==> src/rtl/fir_ctrl_pkg.sv <==
// Shared types and default sizing for the FIR sequencing controller.
//   fir_state_t : controller FSM state encoding
//   DEF_*       : default parameter values for fir_seq_ctrl
package fir_ctrl_pkg;

    localparam int DEF_NTAPS = 8;
    localparam int DEF_IW    = 12;
    localparam int DEF_OW    = 2 * DEF_IW + 7;
    localparam int DEF_LENW  = 16;

    typedef enum logic [2:0] {
        ST_IDLE,
        ST_LOAD,
        ST_RUN,
        ST_FLUSH,
        ST_DRAIN
    } fir_state_t;

endpackage

==> src/rtl/fir_ctrl_ofifo.sv <==
// Result FIFO with valid/ready-style flags.
//   clk, rst_n  : clock, asynchronous active-low reset
//   clr         : synchronous flush (drops all entries)
//   push/push_data : write side; a push on full is accepted only with a pop
//   pop/pop_data   : read side; pop_data is the head entry, 0 when empty
//   full, empty, free_cnt : occupancy flags and free slot count
module fir_ctrl_ofifo #(
    parameter  int WIDTH = 31,
    parameter  int DEPTH = 4,
    localparam int AW    = $clog2(DEPTH)
) (
    input  logic             clk,
    input  logic             rst_n,
    input  logic             clr,
    input  logic             push,
    input  logic [WIDTH-1:0] push_data,
    input  logic             pop,
    output logic [WIDTH-1:0] pop_data,
    output logic             full,
    output logic             empty,
    output logic [AW:0]      free_cnt
);

    logic [WIDTH-1:0] mem [DEPTH];
    logic [AW-1:0]    wr_ptr;
    logic [AW-1:0]    rd_ptr;
    logic [AW:0]      count;
    logic             do_push;
    logic             do_pop;

    assign empty    = (count == '0);
    assign full     = (count == (AW+1)'(DEPTH));
    assign free_cnt = (AW+1)'(DEPTH) - count;
    assign do_pop   = pop & ~empty;
    assign do_push  = push & ~clr & (~full | do_pop);
    // Head is masked while empty so the output reads 0 out of reset.
    assign pop_data = empty ? '0 : mem[rd_ptr];

    always_ff @(posedge clk or negedge rst_n) begin
        if (!rst_n) begin
            wr_ptr <= '0;
            rd_ptr <= '0;
            count  <= '0;
        end else if (clr) begin
            wr_ptr <= '0;
            rd_ptr <= '0;
            count  <= '0;
        end else begin
            if (do_push) wr_ptr <= wr_ptr + 1'b1;
            if (do_pop)  rd_ptr <= rd_ptr + 1'b1;
            case ({do_push, do_pop})
                2'b10:   count <= count + 1'b1;
                2'b01:   count <= count - 1'b1;
                default: count <= count;
            endcase
        end
    end

    always_ff @(posedge clk) begin
        if (do_push) mem[wr_ptr] <= push_data;
    end

endmodule

==> src/rtl/fir_seq_ctrl.sv <==
// Block sequencer for an external FIR datapath.
//   i_clk, i_reset_n          : clock, asynchronous active-low reset
//   i_cfg_tap_*               : shadow tap writes (IDLE only)
//   i_cfg_len, i_start        : block length and start pulse
//   i_abort                   : abandon current block
//   i_s_valid/i_s_data/o_s_ready : input sample stream
//   o_r_valid/o_r_data/i_r_ready : result stream from the output FIFO
//   o_busy, o_done, o_cfg_err : status
//   o_fir_*                   : FIR control (clear, enable, sample, tap load, taps)
//   i_fir_result/i_fir_valid  : FIR result, valid one cycle after o_fir_ce
module fir_seq_ctrl
    import fir_ctrl_pkg::*;
#(
    parameter int NTAPS  = DEF_NTAPS,
    parameter int IW     = DEF_IW,
    parameter int OW     = 2 * IW + 7,
    parameter int LENW   = DEF_LENW,
    parameter int ODEPTH = 4
) (
    input  logic                  i_clk,
    input  logic                  i_reset_n,
    input  logic                  i_cfg_tap_we,
    input  logic [3:0]            i_cfg_tap_addr,
    input  logic [IW-1:0]         i_cfg_tap_data,
    input  logic [LENW-1:0]       i_cfg_len,
    input  logic                  i_start,
    input  logic                  i_abort,
    input  logic                  i_s_valid,
    input  logic [IW-1:0]         i_s_data,
    output logic                  o_s_ready,
    output logic                  o_r_valid,
    output logic [OW-1:0]         o_r_data,
    input  logic                  i_r_ready,
    output logic                  o_busy,
    output logic                  o_done,
    output logic                  o_cfg_err,
    output logic                  o_fir_clr,
    output logic                  o_fir_ce,
    output logic [IW-1:0]         o_fir_sample,
    output logic                  o_fir_tap_wr,
    output logic [(NTAPS+1)*IW-1:0] o_fir_taps,
    input  logic [OW-1:0]         i_fir_result,
    input  logic                  i_fir_valid
);

    localparam int FAW = $clog2(ODEPTH);

    fir_state_t    state_q, state_d;
    logic [IW-1:0] taps_q [NTAPS+1];
    logic [LENW-1:0] len_q;
    logic [LENW-1:0] smp_cnt_q;
    logic [LENW-1:0] fl_cnt_q;
    logic          inflight_q;
    logic          cfg_err_q;
    logic          abort_act;
    logic          space;
    logic          fifo_push;
    logic          fifo_pop;
    logic          fifo_full;
    logic          fifo_empty;
    logic [FAW:0]  fifo_free;

    assign abort_act = i_abort && (state_q != ST_IDLE);
    // Two free slots: one for the result already in the FIR, one for this cycle's.
    assign space     = (fifo_free >= (FAW+1)'(2));
    assign o_busy    = (state_q != ST_IDLE);
    assign o_cfg_err = cfg_err_q;
    assign o_r_valid = ~fifo_empty;
    assign fifo_pop  = o_r_valid & i_r_ready;
    // Results are dropped outside a block and during an abort so that an
    // in-flight result never reappears after the flush.
    assign fifo_push = i_fir_valid && (state_q != ST_IDLE) && !abort_act
                       && (!fifo_full || fifo_pop);

    always_comb begin
        o_fir_taps = '0;
        for (int unsigned k = 0; k <= NTAPS; k++) begin
            o_fir_taps[k*IW +: IW] = taps_q[k];
        end
    end

    always_comb begin
        state_d      = state_q;
        o_s_ready    = 1'b0;
        o_fir_ce     = 1'b0;
        o_fir_sample = '0;
        o_fir_tap_wr = 1'b0;
        o_fir_clr    = 1'b0;
        o_done       = 1'b0;
        case (state_q)
            ST_IDLE: begin
                if (i_start && (i_cfg_len != '0)) state_d = ST_LOAD;
            end
            ST_LOAD: begin
                o_fir_tap_wr = 1'b1;
                o_fir_clr    = 1'b1;
                state_d      = ST_RUN;
            end
            ST_RUN: begin
                o_s_ready    = space;
                o_fir_ce     = i_s_valid & space;
                o_fir_sample = i_s_data;
                if (o_fir_ce && (smp_cnt_q == len_q - 1'b1)) state_d = ST_FLUSH;
            end
            ST_FLUSH: begin
                o_fir_ce = space;
                if (space && (fl_cnt_q == LENW'(NTAPS - 1))) state_d = ST_DRAIN;
            end
            ST_DRAIN: begin
                if (fifo_empty && !inflight_q) begin
                    o_done  = 1'b1;
                    state_d = ST_IDLE;
                end
            end
            default: state_d = ST_IDLE;
        endcase
        if (abort_act) begin
            state_d      = ST_IDLE;
            o_s_ready    = 1'b0;
            o_fir_ce     = 1'b0;
            o_fir_tap_wr = 1'b0;
            o_fir_clr    = 1'b1;
            o_done       = 1'b0;
        end
    end

    always_ff @(posedge i_clk or negedge i_reset_n) begin
        if (!i_reset_n) begin
            state_q    <= ST_IDLE;
            len_q      <= '0;
            smp_cnt_q  <= '0;
            fl_cnt_q   <= '0;
            inflight_q <= 1'b0;
        end else begin
            state_q    <= state_d;
            inflight_q <= o_fir_ce;
            case (state_q)
                ST_IDLE: begin
                    smp_cnt_q <= '0;
                    fl_cnt_q  <= '0;
                    if (i_start && (i_cfg_len != '0)) len_q <= i_cfg_len;
                end
                ST_RUN:   if (o_fir_ce) smp_cnt_q <= smp_cnt_q + 1'b1;
                ST_FLUSH: if (o_fir_ce) fl_cnt_q <= fl_cnt_q + 1'b1;
                default: ;
            endcase
        end
    end

    always_ff @(posedge i_clk or negedge i_reset_n) begin
        if (!i_reset_n) begin
            cfg_err_q <= 1'b0;
            for (int unsigned k = 0; k <= NTAPS; k++) taps_q[k] <= '0;
        end else begin
            cfg_err_q <= 1'b0;
            if (i_cfg_tap_we) begin
                if ((state_q == ST_IDLE) && (32'(i_cfg_tap_addr) <= 32'(NTAPS))) begin
                    for (int unsigned k = 0; k <= NTAPS; k++) begin
                        if (i_cfg_tap_addr == 4'(k)) taps_q[k] <= i_cfg_tap_data;
                    end
                end else begin
                    cfg_err_q <= 1'b1;
                end
            end
        end
    end

    fir_ctrl_ofifo #(
        .WIDTH (OW),
        .DEPTH (ODEPTH)
    ) u_ofifo (
        .clk       (i_clk),
        .rst_n     (i_reset_n),
        .clr       (abort_act),
        .push      (fifo_push),
        .push_data (i_fir_result),
        .pop       (fifo_pop),
        .pop_data  (o_r_data),
        .full      (fifo_full),
        .empty     (fifo_empty),
        .free_cnt  (fifo_free)
    );

endmodule

==> config.mk <==
export PLATFORM = sky130hd
export DESIGN_NAME = fir_seq_ctrl
export DESIGN_NICKNAME = d
export VERILOG_FILES = /design/src/rtl/fir_ctrl_pkg.sv /design/src/rtl/fir_ctrl_ofifo.sv /design/src/rtl/fir_seq_ctrl.sv
export SDC_FILE = /design/constraint.sdc
export NUM_CORES = 1
export LEC_CHECK = 0
export CAP_MARGIN = 5
export CORE_ASPECT_RATIO = 1.5
export CORE_MARGIN = 4
export CORE_UTILIZATION = 35
export CTS_CLUSTER_DIAMETER = 50
export DETAILED_ROUTE_END_ITERATION = 7
export HOLD_SLACK_MARGIN = 0.1
export PLACE_DENSITY = 0.62
export SETUP_SLACK_MARGIN = 0.1
export SLEW_MARGIN = 20
export SYNTH_ARGS = -nofsm -noshare
export SYNTH_HDL_FRONTEND = slang
export SYNTH_SLANG_ARGS = --single-unit
==> constraint.sdc <==
create_clock -name i_clk -period 2.7 [get_ports i_clk]
set_input_delay 0.54 -clock i_clk [delete_from_list [all_inputs] [get_ports i_clk]]
set_output_delay 0.54 -clock i_clk [all_outputs]
set_load 0.01 [all_outputs]
# After elaboration in Yosys (flattened, before gate mapping)
# Memories as Yosys holds them, arrays and structs flattened.
# Cells that the tools add are included.
# Widths: inputs -> output; s select.
# totals
in_bits	83
out_inout_bits	159
mem_bits_rw	124
register_bits	168
mem_count	1
# mem_list
memory	depth	word_bits	read_ports	rd_ports_with_merged_regs	wr	line_no	source
u_ofifo.mem	4	31	1	0	1	fir_ctrl_ofifo.sv:24	logic [WIDTH-1:0] mem [DEPTH];
# op_classes
muxes	32
addsub	8
n_eq_ne	23
magnitude_cmp	2
bitwise	9
reduce_logical	36
# ops
op	n
$pmux 16 s2	2
$add 16x1->16 const B	2
$mux 16	2
$mux 31	1
$reduce_and 3->1	9
$mux 3	6
$eq 16x16->1	1
$eq 16x3->1 const B	1
$eq 4x3->1 const B	4
$reduce_bool 16->1	1
$sub 16x1->16 const B	1
$pmux 3 s5	1
$mux 1	13
$mux 12	1
$ne 3x3->1 const B	4
$logic_and 1x1->1	9
$eq 4x2->1 const B	2
$mux 2	4
$reduce_bool 2->1	4
$eq 3x2->1 const B	2
$eq 3x3->1 const B	2
$logic_not 3->1	2
$pmux 3 s2	1
$reduce_and 2->1	3
other kinds (21)	32

# Longest topological paths before layout
# logic_depth
depth_word	10
ltp_mapped	12

# Modules after synthesis
# Synthesis repeated with hierarchy kept, for this count alone.
# unflattened
cells_unflattened	833
area_unflattened_um2	12487.0
# modules_own_cells
module	cells_per_inst	area_each_um2	instances	seq_area_each_um2
fir_seq_ctrl	580	7264.5	1	4028.9
fir_ctrl_ofifo	253	5222.5	1	3898.7

# Worst setup path before layout
# Ideal clock, no wire load.
# synth_path
path_kind	register to register
from	reg u_ofifo.count[0]
to	mem u_ofifo.mem[0][0] (enable)
required_time_ps	2309
period_less_slack_ps	2996
arrival_ps	2605
path_slack_ps	-296
path_stages_with_launch	8
path_cell_list	dfrtp_1 > inv_1 > ha_1 > ha_1 > nand2b_1 > a2111oi_2 > clkbuf_1 > and2_1
# synth_between
elab_chain_len	9
elab_cells_between_ends	14
cone_classes	eq/ne: 1; mux: 2; bitwise: 7; reduce/logical: 4
# synth_rtl
item	line_no	source
from (decl)	fir_ctrl_ofifo.sv:27	logic [AW:0] count;
from (signal assigned)	fir_ctrl_ofifo.sv:52	2'b10: count <= count + 1'b1;
from (signal assigned)	fir_ctrl_ofifo.sv:53	2'b01: count <= count - 1'b1;
from (signal assigned)	fir_ctrl_ofifo.sv:54	default: count <= count;
$logic_not 3->1	fir_ctrl_ofifo.sv:31	assign empty = (count == '0);
$not 1->1	fir_ctrl_ofifo.sv:34, fir_seq_ctrl.sv:68	
$and 1x1->1	fir_seq_ctrl.sv:69	assign fifo_pop = o_r_valid & i_r_ready;
$logic_or 1x1->1	fir_seq_ctrl.sv:73	&& (!fifo_full || fifo_pop);
$logic_and 1x1->1	fir_seq_ctrl.sv:73	
$and 1x1->1	fir_ctrl_ofifo.sv:35	assign do_push = push & ~clr & (~full | do_pop);
$and 1x1->1 *	fir_ctrl_ofifo.sv:35	
$mux 1 *	fir_ctrl_ofifo.sv:60	if (do_push) mem[wr_ptr] <= push_data;
$mux 1 (implied by the code) *	fir_ctrl_ofifo.sv:60	
to (decl)	fir_ctrl_ofifo.sv:24	
# Mark *: on every way between the ends. The rest lies on a longest branch, timed or not.

# Worst setup path in the final report
# layout_path
from	reg u_ofifo.rd_ptr[0]
to	out o_r_data[26]
# layout_between
elab_chain_len	2
# layout_rtl
item	line_no	source
from (decl)	fir_ctrl_ofifo.sv:26	logic [AW-1:0] rd_ptr;
from (signal assigned)	fir_ctrl_ofifo.sv:50	if (do_pop) rd_ptr <= rd_ptr + 1'b1;
$mem_v2 4x31	--	
$mux 31	fir_ctrl_ofifo.sv:37	assign pop_data = empty ? '0 : mem[rd_ptr];
to (decl)	fir_seq_ctrl.sv:32	output logic [OW-1:0] o_r_data,
# No other way between the ends.

==> flow_summary.yaml <==
sta:
  fin_worst_skew_ps: 12.7
  setup_viol: 0
  tightest_slew_ps: 765
  grt_setup_unrepaired: "yes"
  finalHoldViolCount: 0
  fin_crit_ps: 2670
  fin_crit_sh_pct: 99.0
  fmax_mhz: 374
  slew_violations: 0
  slew_headroom_pct: 48.3
setup_path:
  worstPathRequired_ps: 2160
  cp_cell_sequence: "buf_6 > buf_6 > buf_16 > buf_6 > mux4_2 > and2_4 > buf_6"
  critical_path_class: "register to output port"
  critPathCaptureType: "output port"
  cp_common_cell: "buf_6"
  reg2reg_depth: 13
  timing.rr.start: "u_ofifo.count[0]"
  r2r_end: "u_ofifo.count[2]"
  max_stage_delay_ps: 420
  worst_path_max_delay_cell: "dfrtp_2"
  crit_arrival_ps: 2130
  cp_max_fo: 5
  r2r_setup_slack_ps: 130
  crit_path_start_kind: "register"
power:
  power_density_mw_per_mm2: 1100
  leakagePower_uw: 0.00714
  power_uw: 19500
  vdd_drop_max_mv: 0.781
detailed_routing:
  dr_total_vias: 8111
  routedWlPerCell_um: 19.0
  wl_um: 31700
  drtAntennaViolNets: 0
  drcViolationCount: 0
  dr.pass1.iters: 5
  vias_per_cell: 4.86
  drt_iter0_markers: 291
clock_network:
  cts_sinks: 292
  clkTransAtPathRegs_ps: 60
  cts_max_path_buffers: 3
  cts_tree: "yes"
  htreeDepth: 2
  clk_latency_ps: 510
  cts-buffers-inserted: 34
  cts_root_buffer: "clkbuf_16"
hold_path:
  hold_end: "o_fir_taps[19]"
  hold_depth: 1
  hp-class: "register to register"
  hold_start: "o_fir_taps[19]"
synthesis:
  synthArstFlopShare_pct: 57.5
  ys.warnings.count: 0
  syn-cell-area_mm2: 0.0125
  avgSynthCellArea_um2: 14.9
  ys_ff_latch: 292
  synth_cell_types: 60
  syn_inst: 842
  synthesis.nets: 937
  synth_top_area_share_pct: 33.5
  synth_edf_count: 124
  seq_area_frac_synth_pct: 63.2
  synth_area_leaders: "dfrtp_1 34%, edfxtp_1 30%, mux2_2 10%, mux4_2 5.6%, and2_1 2.6%"
  synth-main-ff-cell: "dfrtp_1"
  yosys.area.top_type: "dfrtp_1"
grt:
  grt_use_total_pct: 15.9
  grt_pass1_vias: 8515
  antenna_found_initial: 3
  grt_max_degree: 73
  grt_pass1_wl_um: 48700
  overflow: 0
outcome:
  status: "finished clean"
place:
  hpwlAfterDp_um: 21400
  io_buffers: 241
  globalplace.congestion: 0.763
  placed_cell_area_mm2: 0.0159
floorplan:
  die-area_mm2: 0.0390
  core_mm2: 0.0352
  start_util_pct: 35.6
  num_rows: 84
  die_x_um: 163
  chipHeight_um: 240
  ios: 242
cells_and_area:
  nNetsFinal: 1265
  fill_cells: 3029
  drive_above_1_share_pct: 32.0
  finalInstanceArea_mm2: 0.0177
  area_growth_pct: 41.2
flow_run:
  cap_violations: 0
critical path, delay by kind of cell (launching register included):
family        cells  cell delay, ps
buf+inv           5             610
mux               1             420
flops             1             420
simple gates      1             160
worst max path at each step:
stage / slack [ps] / from / endpoint / depth (start not counted)
after detailed placement: 100 / u_ofifo.count[0] / o_fir_ce / 8
after global placement: 120 / i_cfg_len[13] / len_q[10] / 7
after floorplan: 150 / u_ofifo.count[0] / u_ofifo.count[2] / 12
final: 30 / u_ofifo.rd_ptr[0] / o_r_data[26] / 7
after global routing: -30 / u_ofifo.rd_ptr[0] / o_r_data[12] / 7
after CTS: -30 / u_ofifo.rd_ptr[0] / o_r_data[12] / 7
synth_stat cells (all sizes together), types with 2 or more instances:
master   number
buf          19
nor2         52
mux4         31
nand2b        5
nor4         14
nand4        14
o32ai         2
mux2i         6
or3           3
nor3b         8
a22o          5
inv          17
o21ai        10
dfrtp       168
nand3b        2
o31ai         5
xnor2        21
and4          5
clkbuf       17
and2         54
mux2        125
xor2         25
nand3        13
o311ai        2
a2111oi       4
and3         10
ha           11
a21o          2
edfxtp      124
a21oi         5
nor2b         6
nor3         12
a31oi         3
nand2        30
kinds of logic after synthesis:
family / Yosys count / share of synthesized area (%)
buf+inv: 53 / 1.89
compound gates: 46 / 2.71
mux: 162 / 17.3
fa+ha+maj: 12 / 1.26
xor+xnor: 46 / 3.21
flops: 292 / 63.2
simple gates: 231 / 10.5
per-stage QoR:
step	cells	setup slack (ps)	TNS (ps)	hold slack [ps]	utilization, %
finish	1670	25.7	0	487	50.3
global route	1669	-32.6	-113	503	50.3
CTS	1661	-31.3	-54.0	490	49.6
detailed placement	1570	105	0	478	45.2
global placement	1570	119	0	468	45.2
floorplan	842	154	0	244	-
report_power, final:
part	leakage [uW]	switching (uW)	internal (uW)
logic	0.00328	3340	4860
registers	0.00328	724	5790
clock network	0.000579	1830	2940
layout by cell type, fill, tap and decap left out, types with 9 or more instances in the layout:
master,instances
dfrtp_1,166
and2_1,24
xor2_1,25
dlygate4sd2_1,10
nand3_1,13
inv_1,14
nor4_1,11
o21ai_0,10
and3_1,9
buf_6,45
edfxtp_1,124
mux2_2,114
clkdlybuf4s50_1,191
nand2_1,30
xnor2_1,21
buf_12,16
nor3_1,9
ha_1,9
and2_4,25
mux4_2,31
nand4_1,14
mux2_1,11
buf_4,45
nor2_1,47
clkbuf_16,35
sequential cells by signal, indices dropped and copies added (netlist names):
name	flops
o_fir_taps	108
inflight_q	1
u_ofifo.mem	124
o_cfg_err	1
fl_cnt_q	16
state_q	3
u_ofifo.rd_ptr	2
len_q	16
u_ofifo.count	3
u_ofifo.wr_ptr	2
smp_cnt_q	16
cell type report:
| class | count | area [um^2] | area share [%] |
|---|---|---|---|
| flip-flops and latches | 292 | 7930 | 44.8 |
| multi-input cells | 497 | 4540 | 25.6 |
| repair buffers | 328 | 3410 | 19.2 |
| clock buffers | 42 | 922 | 5.21 |
| well taps | 473 | 592 | 3.34 |
| clock inverters | 19 | 253 | 1.43 |
| inverters | 17 | 67.6 | 0.381 |
| diodes | 2 | 5.00 | 0.0283 |
what timing repair did:
item / in CTS / in global routing
pin swaps: 19 / 27
setup endpoints to repair: 48 / 39
gates cloned: 6 / 1
hold endpoints to repair: 69 / 0
hold buffers: 1 / 0
buffers inserted: 23 / 12
gates resized for setup: 195 / 63
routing by layer:
layer	vias up	global-route usage, %	wire length, um
li1	3748	-	-
met1	4094	17.7	11700
met2	219	29.3	17100
met3	48	4.60	2020
met4	2	4.76	805
met5	-	0	13
Note: power is estimated with default switching activity, not from simulation.
